[src/rtl/ext_bus_pkg.sv]
// Shared types and helpers for the external bus controller/arbiter.
// Holds the FSM encoding, arbitration modes and counter width helper.
package ext_bus_pkg;

    typedef enum logic [2:0] {
        ST_IDLE = 3'd0,
        ST_ADDR = 3'd1,
        ST_HOLD = 3'd2,
        ST_DATA = 3'd3,
        ST_DONE = 3'd4
    } state_e;

    localparam logic ARB_FIXED = 1'b0;
    localparam logic ARB_RR    = 1'b1;

    // Bits needed to count n distinct values, never less than one.
    function automatic int cnt_w(input int n);
        return (n <= 1) ? 1 : $clog2(n);
    endfunction

endpackage

[src/rtl/ext_bus_arb_rr_pick.sv]
// Combinational requester picker for the external bus arbiter.
// Fixed mode picks the lowest index; round-robin starts after last_grant.
module rr_pick
    import ext_bus_pkg::*;
#(
    parameter int NCH = 2,
    parameter int GW  = cnt_w(NCH)
) (
    input  logic [NCH-1:0] req,
    input  logic [GW-1:0]  last_grant,
    input  logic           mode,
    output logic [GW-1:0]  grant,
    output logic           valid
);

    logic [2*NCH-1:0] dbl;
    logic [NCH-1:0]   rot;
    int               sh;

    always_comb begin
        grant = '0;
        valid = 1'b0;
        sh    = int'(last_grant) + 1;
        dbl   = {req, req};
        // rot[j] is channel (last_grant + 1 + j) mod NCH
        rot   = NCH'(dbl >> sh);
        if (mode == ARB_RR) begin
            for (int j = NCH - 1; j >= 0; j--) begin
                if (|(rot & (NCH'(1) << j))) begin
                    grant = GW'((sh + j) % NCH);
                    valid = 1'b1;
                end
            end
        end else begin
            for (int i = NCH - 1; i >= 0; i--) begin
                if (|(req & (NCH'(1) << i))) begin
                    grant = GW'(i);
                    valid = 1'b1;
                end
            end
        end
    end

endmodule

[src/rtl/ext_bus_arb.sv]
// Multi-channel external bus controller with fixed or round-robin arbitration.
// Drives the multiplexed address/data pin bus with registered outputs only.
module ext_bus_arb
    import ext_bus_pkg::*;
#(
    parameter int NCH  = 2,
    parameter int AW   = 20,
    parameter int DW   = 16,
    parameter int WAIT = 1,
    parameter int RR   = 1
) (
    input  logic              clk,
    input  logic              reset,
    input  logic [NCH-1:0]    req,
    input  logic [NCH-1:0]    rw,
    input  logic [NCH-1:0]    io,
    input  logic [NCH*AW-1:0] adr,
    input  logic [NCH*DW-1:0] dtw,
    output logic [NCH-1:0]    ack,
    output logic [DW-1:0]     dtr,
    output logic              busy,
    input  logic [DW-1:0]     din,
    output logic [DW-1:0]     dout,
    output logic              isout,
    output logic [AW-DW-1:0]  adr_hi,
    output logic              ale_n,
    output logic              oe_n,
    output logic              we_n,
    output logic              pio
);

    localparam int GW = cnt_w(NCH);
    localparam int CW = cnt_w(WAIT + 1);
    localparam int HW = AW - DW;
    localparam logic [CW-1:0] CNT_LAST = CW'(WAIT);
    localparam logic MODE = (RR == 0) ? ARB_FIXED : ARB_RR;

    state_e          state_q, state_d;
    logic [CW-1:0]   cnt_q, cnt_d;
    logic [GW-1:0]   grant_q, grant_d;
    logic [GW-1:0]   last_q, last_d;
    logic            rw_q, rw_d;
    logic            io_q, io_d;
    logic [AW-1:0]   adr_q, adr_d;
    logic [DW-1:0]   dtw_q, dtw_d;

    logic [NCH-1:0]  ack_q, ack_d;
    logic [DW-1:0]   dtr_q, dtr_d;
    logic            busy_q, busy_d;
    logic [DW-1:0]   dout_q, dout_d;
    logic            isout_q, isout_d;
    logic [HW-1:0]   adr_hi_q, adr_hi_d;
    logic            ale_n_q, ale_n_d;
    logic            oe_n_q, oe_n_d;
    logic            we_n_q, we_n_d;
    logic            pio_q, pio_d;

    logic [GW-1:0]   pick;
    logic            pick_vld;
    logic [NCH-1:0]  sel;

    rr_pick #(
        .NCH (NCH),
        .GW  (GW)
    ) u_pick (
        .req        (req),
        .last_grant (last_q),
        .mode       (MODE),
        .grant      (pick),
        .valid      (pick_vld)
    );

    assign sel = NCH'(1) << pick;

    always_comb begin
        state_d = state_q;
        cnt_d   = cnt_q;
        grant_d = grant_q;
        last_d  = last_q;
        rw_d    = rw_q;
        io_d    = io_q;
        adr_d   = adr_q;
        dtw_d   = dtw_q;
        dtr_d   = dtr_q;
        unique case (state_q)
            ST_IDLE: begin
                if (pick_vld) begin
                    state_d = ST_ADDR;
                    grant_d = pick;
                    last_d  = pick;
                    rw_d    = |(rw & sel);
                    io_d    = |(io & sel);
                    adr_d   = AW'(adr >> (int'(pick) * AW));
                    dtw_d   = DW'(dtw >> (int'(pick) * DW));
                end
            end
            ST_ADDR: state_d = ST_HOLD;
            ST_HOLD: begin
                state_d = ST_DATA;
                cnt_d   = '0;
            end
            ST_DATA: begin
                if (cnt_q == CNT_LAST) begin
                    state_d = ST_DONE;
                    if (!rw_q) begin
                        dtr_d = din;
                    end
                end else begin
                    cnt_d = cnt_q + 1'b1;
                end
            end
            ST_DONE: state_d = ST_IDLE;
            default: state_d = ST_IDLE;
        endcase
    end

    // Pin values are derived from the next state so they register with it.
    always_comb begin
        ack_d    = '0;
        busy_d   = (state_d != ST_IDLE);
        dout_d   = '0;
        isout_d  = 1'b0;
        adr_hi_d = '0;
        ale_n_d  = 1'b1;
        oe_n_d   = 1'b1;
        we_n_d   = 1'b1;
        pio_d    = 1'b0;
        unique case (state_d)
            ST_IDLE: ;
            ST_ADDR: begin
                isout_d  = 1'b1;
                dout_d   = adr_d[DW-1:0];
                adr_hi_d = adr_d[AW-1:DW];
                pio_d    = io_d;
                ale_n_d  = 1'b0;
            end
            ST_HOLD: begin
                adr_hi_d = adr_d[AW-1:DW];
                pio_d    = io_d;
                if (rw_d) begin
                    isout_d = 1'b1;
                    dout_d  = dtw_d;
                end else begin
                    dout_d  = adr_d[DW-1:0];
                end
            end
            ST_DATA: begin
                adr_hi_d = adr_d[AW-1:DW];
                pio_d    = io_d;
                if (rw_d) begin
                    we_n_d  = 1'b0;
                    isout_d = 1'b1;
                    dout_d  = dtw_d;
                end else begin
                    oe_n_d  = 1'b0;
                end
            end
            ST_DONE: begin
                adr_hi_d = adr_d[AW-1:DW];
                pio_d    = io_d;
                ack_d    = NCH'(1) << grant_d;
            end
            default: ;
        endcase
    end

    always_ff @(posedge clk or posedge reset) begin
        if (reset) begin
            state_q  <= ST_IDLE;
            cnt_q    <= '0;
            grant_q  <= '0;
            last_q   <= GW'(NCH - 1);
            rw_q     <= 1'b0;
            io_q     <= 1'b0;
            adr_q    <= '0;
            dtw_q    <= '0;
            ack_q    <= '0;
            dtr_q    <= '0;
            busy_q   <= 1'b0;
            dout_q   <= '0;
            isout_q  <= 1'b0;
            adr_hi_q <= '0;
            ale_n_q  <= 1'b1;
            oe_n_q   <= 1'b1;
            we_n_q   <= 1'b1;
            pio_q    <= 1'b0;
        end else begin
            state_q  <= state_d;
            cnt_q    <= cnt_d;
            grant_q  <= grant_d;
            last_q   <= last_d;
            rw_q     <= rw_d;
            io_q     <= io_d;
            adr_q    <= adr_d;
            dtw_q    <= dtw_d;
            ack_q    <= ack_d;
            dtr_q    <= dtr_d;
            busy_q   <= busy_d;
            dout_q   <= dout_d;
            isout_q  <= isout_d;
            adr_hi_q <= adr_hi_d;
            ale_n_q  <= ale_n_d;
            oe_n_q   <= oe_n_d;
            we_n_q   <= we_n_d;
            pio_q    <= pio_d;
        end
    end

    assign ack    = ack_q;
    assign dtr    = dtr_q;
    assign busy   = busy_q;
    assign dout   = dout_q;
    assign isout  = isout_q;
    assign adr_hi = adr_hi_q;
    assign ale_n  = ale_n_q;
    assign oe_n   = oe_n_q;
    assign we_n   = we_n_q;
    assign pio    = pio_q;

endmodule

[config.mk]
export PLATFORM = sky130hd
export DESIGN_NAME = ext_bus_arb
export DESIGN_NICKNAME = d
export VERILOG_FILES = /design/src/rtl/ext_bus_pkg.sv /design/src/rtl/ext_bus_arb_rr_pick.sv /design/src/rtl/ext_bus_arb.sv
export SDC_FILE = /design/constraint.sdc
export NUM_CORES = 1
export LEC_CHECK = 0
export CORE_ASPECT_RATIO = 0.6
export CORE_MARGIN = 3
export CORE_UTILIZATION = 45
export CTS_CLUSTER_DIAMETER = 60
export DETAILED_ROUTE_END_ITERATION = 10
export GPL_TIMING_DRIVEN = 0
export PLACE_DENSITY = 0.8
export SLEW_MARGIN = 20
export SYNTH_ARGS = -nofsm -noshare
export SYNTH_HDL_FRONTEND = slang
export SYNTH_SLANG_ARGS = --single-unit
[constraint.sdc]
create_clock -name clk -period 3.2 [get_ports clk]
set_input_delay 0.64 -clock clk [delete_from_list [all_inputs] [get_ports clk]]
set_output_delay 0.64 -clock clk [all_outputs]
set_load 0.03 [all_outputs]
==> run metrics <==
initial detailed-routing violation count=approximately 220; Total GRT Usage=a little over a fifth; die height=between 70 and 80 µm; worst min-delay path class=flip-flop to flip-flop; final wirelength=10,410 µm; fin worst setup slack=roughly 0.80 ns; Area Overhead vs Synth=48.00%; post-CTS setup buffers=0; worst r2r src=state_q[1]$_DFF_PP0_; main combinational cell family by area after synthesis=compound AO/OA/AOI/OAI gates; CP Capture Type=flip-flop; Nets=577; area leader, netlist=dfrtp_1; switching power=roughly 2.2 mW; CP arrival=between 2 and 3 ns; largest net degree at the start of global routing=61; worst-margin pin slew=0.7169 ns; Final setup viols=0; Period minus WS final=2.401 ns; post-synth top area share=52.81%; Ant. Diodes=0; initial antenna violation count=0; critical path peak fanout=10; Synth Instances=between 300 and 400; Fin Setup TNS=0 ns; mux share of post-synthesis cell area=14.12%; Leak=between 2 and 2.5 nW; routed len/inst=roughly 18 µm; register area share after synthesis=55.45%; top cells by area, synth=dfrtp_1 (53%), mux2i_1 (9.3%), a21oi_1 (5.5%); RR Endpoint=dout[7]$_DFF_PP0_; DR vias/cell=between 5 and 6; Rel. slew slack=about 52%; row count=25; register area=~2200 µm²; switch share=between 30% and 40%; Synth Cell Area=3980 µm²; Synth Warn #=0; fillers=roughly 610; Reg clk slew, reported paths=~0.060 ns; critical path launch point type=primary input; CTS tree=yes; f_max=between 400 and 500 MHz; Int Power=3.677 mW; Final Cycle Share=between 70% and 80%; xor/xnor share of the synthesized area=0%; hold_sp=adr_q[15]$_DFF_PP0_; Synth Area in Adders=0%; DRC Markers=0; clk root buf=clkbuf_16; Hold Crit Depth=2; CTS Sinks=88; worst path required time=approximately 3.4 ns; share of post-route cells with drive strength above 1=between 10% and 20%; Slew Limit Fails=0; Worst Hold End=dout[15]$_DFF_PP0_; Post-CTS Hold Fix Bufs=0; number of synthesized register bits=88; CTS buffer count=9; area of the multi-input gates=roughly 1500 µm²; routed via count=roughly 3,200; MaxCap Viol Count=0; IO Count=140; Avg Inst Size Synth=12.06 µm²; Detail Route Antenna Nets=0; Initial Util=between 40% and 50%; H-tree depth=3; Clock Power Share=20.6%; clk buf depth=2; Die Span X=127.4 µm; post-cts sizing count=0; Final HPWL DP=a little under 8000 µm; status=completed; DRT Pass-1 Iters=4; vias in the first global route=around 3,300; syn nets=~430; dpl ws=about 0.41 ns; first-pass GRT wire length=~17,000 µm; Yosys cell types=36; Worst VDD drop=about 550 µV; sequential power share=31.9%; clk_lat worst skew=about 0.34 ns; R2R depth=5; unrepaired setup endpoints after global routing=no; Synth Area in Compound Gates=approximately 17%; clk_skew=about 0.0037 ns; Reg2Reg Setup Slack=1.35 ns; total gr overflow=0; die area=about 10,000 µm²; core area=8227 µm²; port bufs=139; Post-Synth Simple-Gate Area=under 10%; gp weighted congestion=0.7991; Hold Fails Final Rpt=0; combinational share of power=a little under half; cell area power density=~1000 nW/µm²; WS Path Type=primary input to flip-flop
## Yosys cell counts (all sizes together)
| cell type | instances |
|---|---|
| dfrtp | 84 |
| a21oi | 44 |
| mux2i | 37 |
| inv | 21 |
| nand2 | 19 |
| mux2 | 17 |
| a22oi | 16 |
| buf | 16 |
| o221ai | 16 |
| nand2b | 14 |
| clkbuf | 9 |
| a211oi | 5 |
| dfstp | 4 |
| nor2 | 4 |
| or2b | 4 |
| a21boi | 2 |
| a21o | 2 |
| a2bb2oi | 2 |
| and2 | 2 |
| nand3 | 2 |
| nor3 | 2 |
| nor4b | 2 |
| a31oi | 1 |
| a32o | 1 |
| and4bb | 1 |
| o21ba | 1 |
| or2 | 1 |
| or3b | 1 |
## routing by layer
metal	up-vias	GRT usage (%)	share of wire (%)
li1	1481	-	-
met4	0	5.996	0.73
met1	1548	29.12	44
met3	10	6.922	8.6
met2	115	33.84	46
met5	-	0	0
## cell type report
cell class / count / area share (%)
flip-flops and latches: 88 / 37.47
plain buffers: 25 / 2.421
clock buffers: 10 / 4.057
multi-input cells: 196 / 26.30
well taps: 108 / 2.294
inverters: 21 / 1.423
clock inverters: 6 / 1.954
repair buffers: 140 / 24.09
## critical path, cell delays in order
cell             delay, ns
clkdlybuf4s50_1       0.49
clkbuf_1              0.42
clkbuf_1              0.45
or2b_1                0.27
mux2i_1               0.24
a22oi_2               0.08
## state kept, by name, summed over array words and instances, names as in the netlist
name and cells:
cnt_q 1, ack 2, isout 1, dtr 16, dtw_q 16, busy 1
we_n 1, io_q 1, adr_q 20, ale_n 1, state_q 3, oe_n 1
grant_q 1, dout 16, adr_hi 4, last_q 1, pio 1, rw_q 1
## power by group through the flow
stage / Sequential (mW) / Combinational (mW) / Clock (mW)
after floorplan: 2.39 / 1.29 / 0
after global placement: 1.88 / 2.74 / 0
after detailed placement: 1.90 / 2.80 / 0
after CTS: 1.89 / 2.82 / 1.24
after global routing: 1.94 / 3.03 / 1.28
final: 1.88 / 2.80 / 1.22
## how the worst max path moves through the flow
stage / startpoint / end / cells past startpoint
4_1_cts: req[0] / pio$_DFF_PP0_ / 6
3_5_place_dp: req[0] / dtw_q[14]$_DFF_PP0_ / 6
5_1_grt: req[0] / adr_hi[1]$_DFF_PP0_ / 6
2_1_floorplan: reset / ack[0]$_DFF_PP0_ / 1
6_report: req[0] / dtw_q[14]$_DFF_PP0_ / 6
3_3_place_gp: reset / dtw_q[4]$_DFF_PP0_ / 2
## through the flow
step	cell area (µm²)	std cells	utilization (%)	hold slack (ns)	power, mW
6_report	5891	594	71.60	0.5004	5.903
3_3_place_gp	5507	577	66.94	0.4710	4.612
3_5_place_dp	5537	578	67.30	0.4847	4.707
2_1_floorplan	3980	330	-	0.4567	3.678
5_1_grt	5891	594	71.60	0.5195	6.251
4_1_cts	5891	594	71.60	0.4987	5.946
## logic make-up after synthesis
| kind of cell | Yosys count |
|---|---|
| buf+inv | 46 |
| compound gates | 90 |
| mux | 54 |
| simple gates | 52 |
| flops | 88 |
## placed cells by master (no fill, tap or decap), drive strengths merged, types with 5 or more instances in the layout
| cell | count |
|---|---|
| a211oi | 5 |
| a21oi | 44 |
| a22oi | 16 |
| buf | 17 |
| clkbuf | 19 |
| clkdlybuf4s50 | 139 |
| dfrtp | 84 |
| inv | 22 |
| mux2 | 17 |
| mux2i | 37 |
| nand2 | 19 |
| nand2b | 14 |
| o221ai | 16 |
Note: power is estimated with default switching activity, not from simulation.
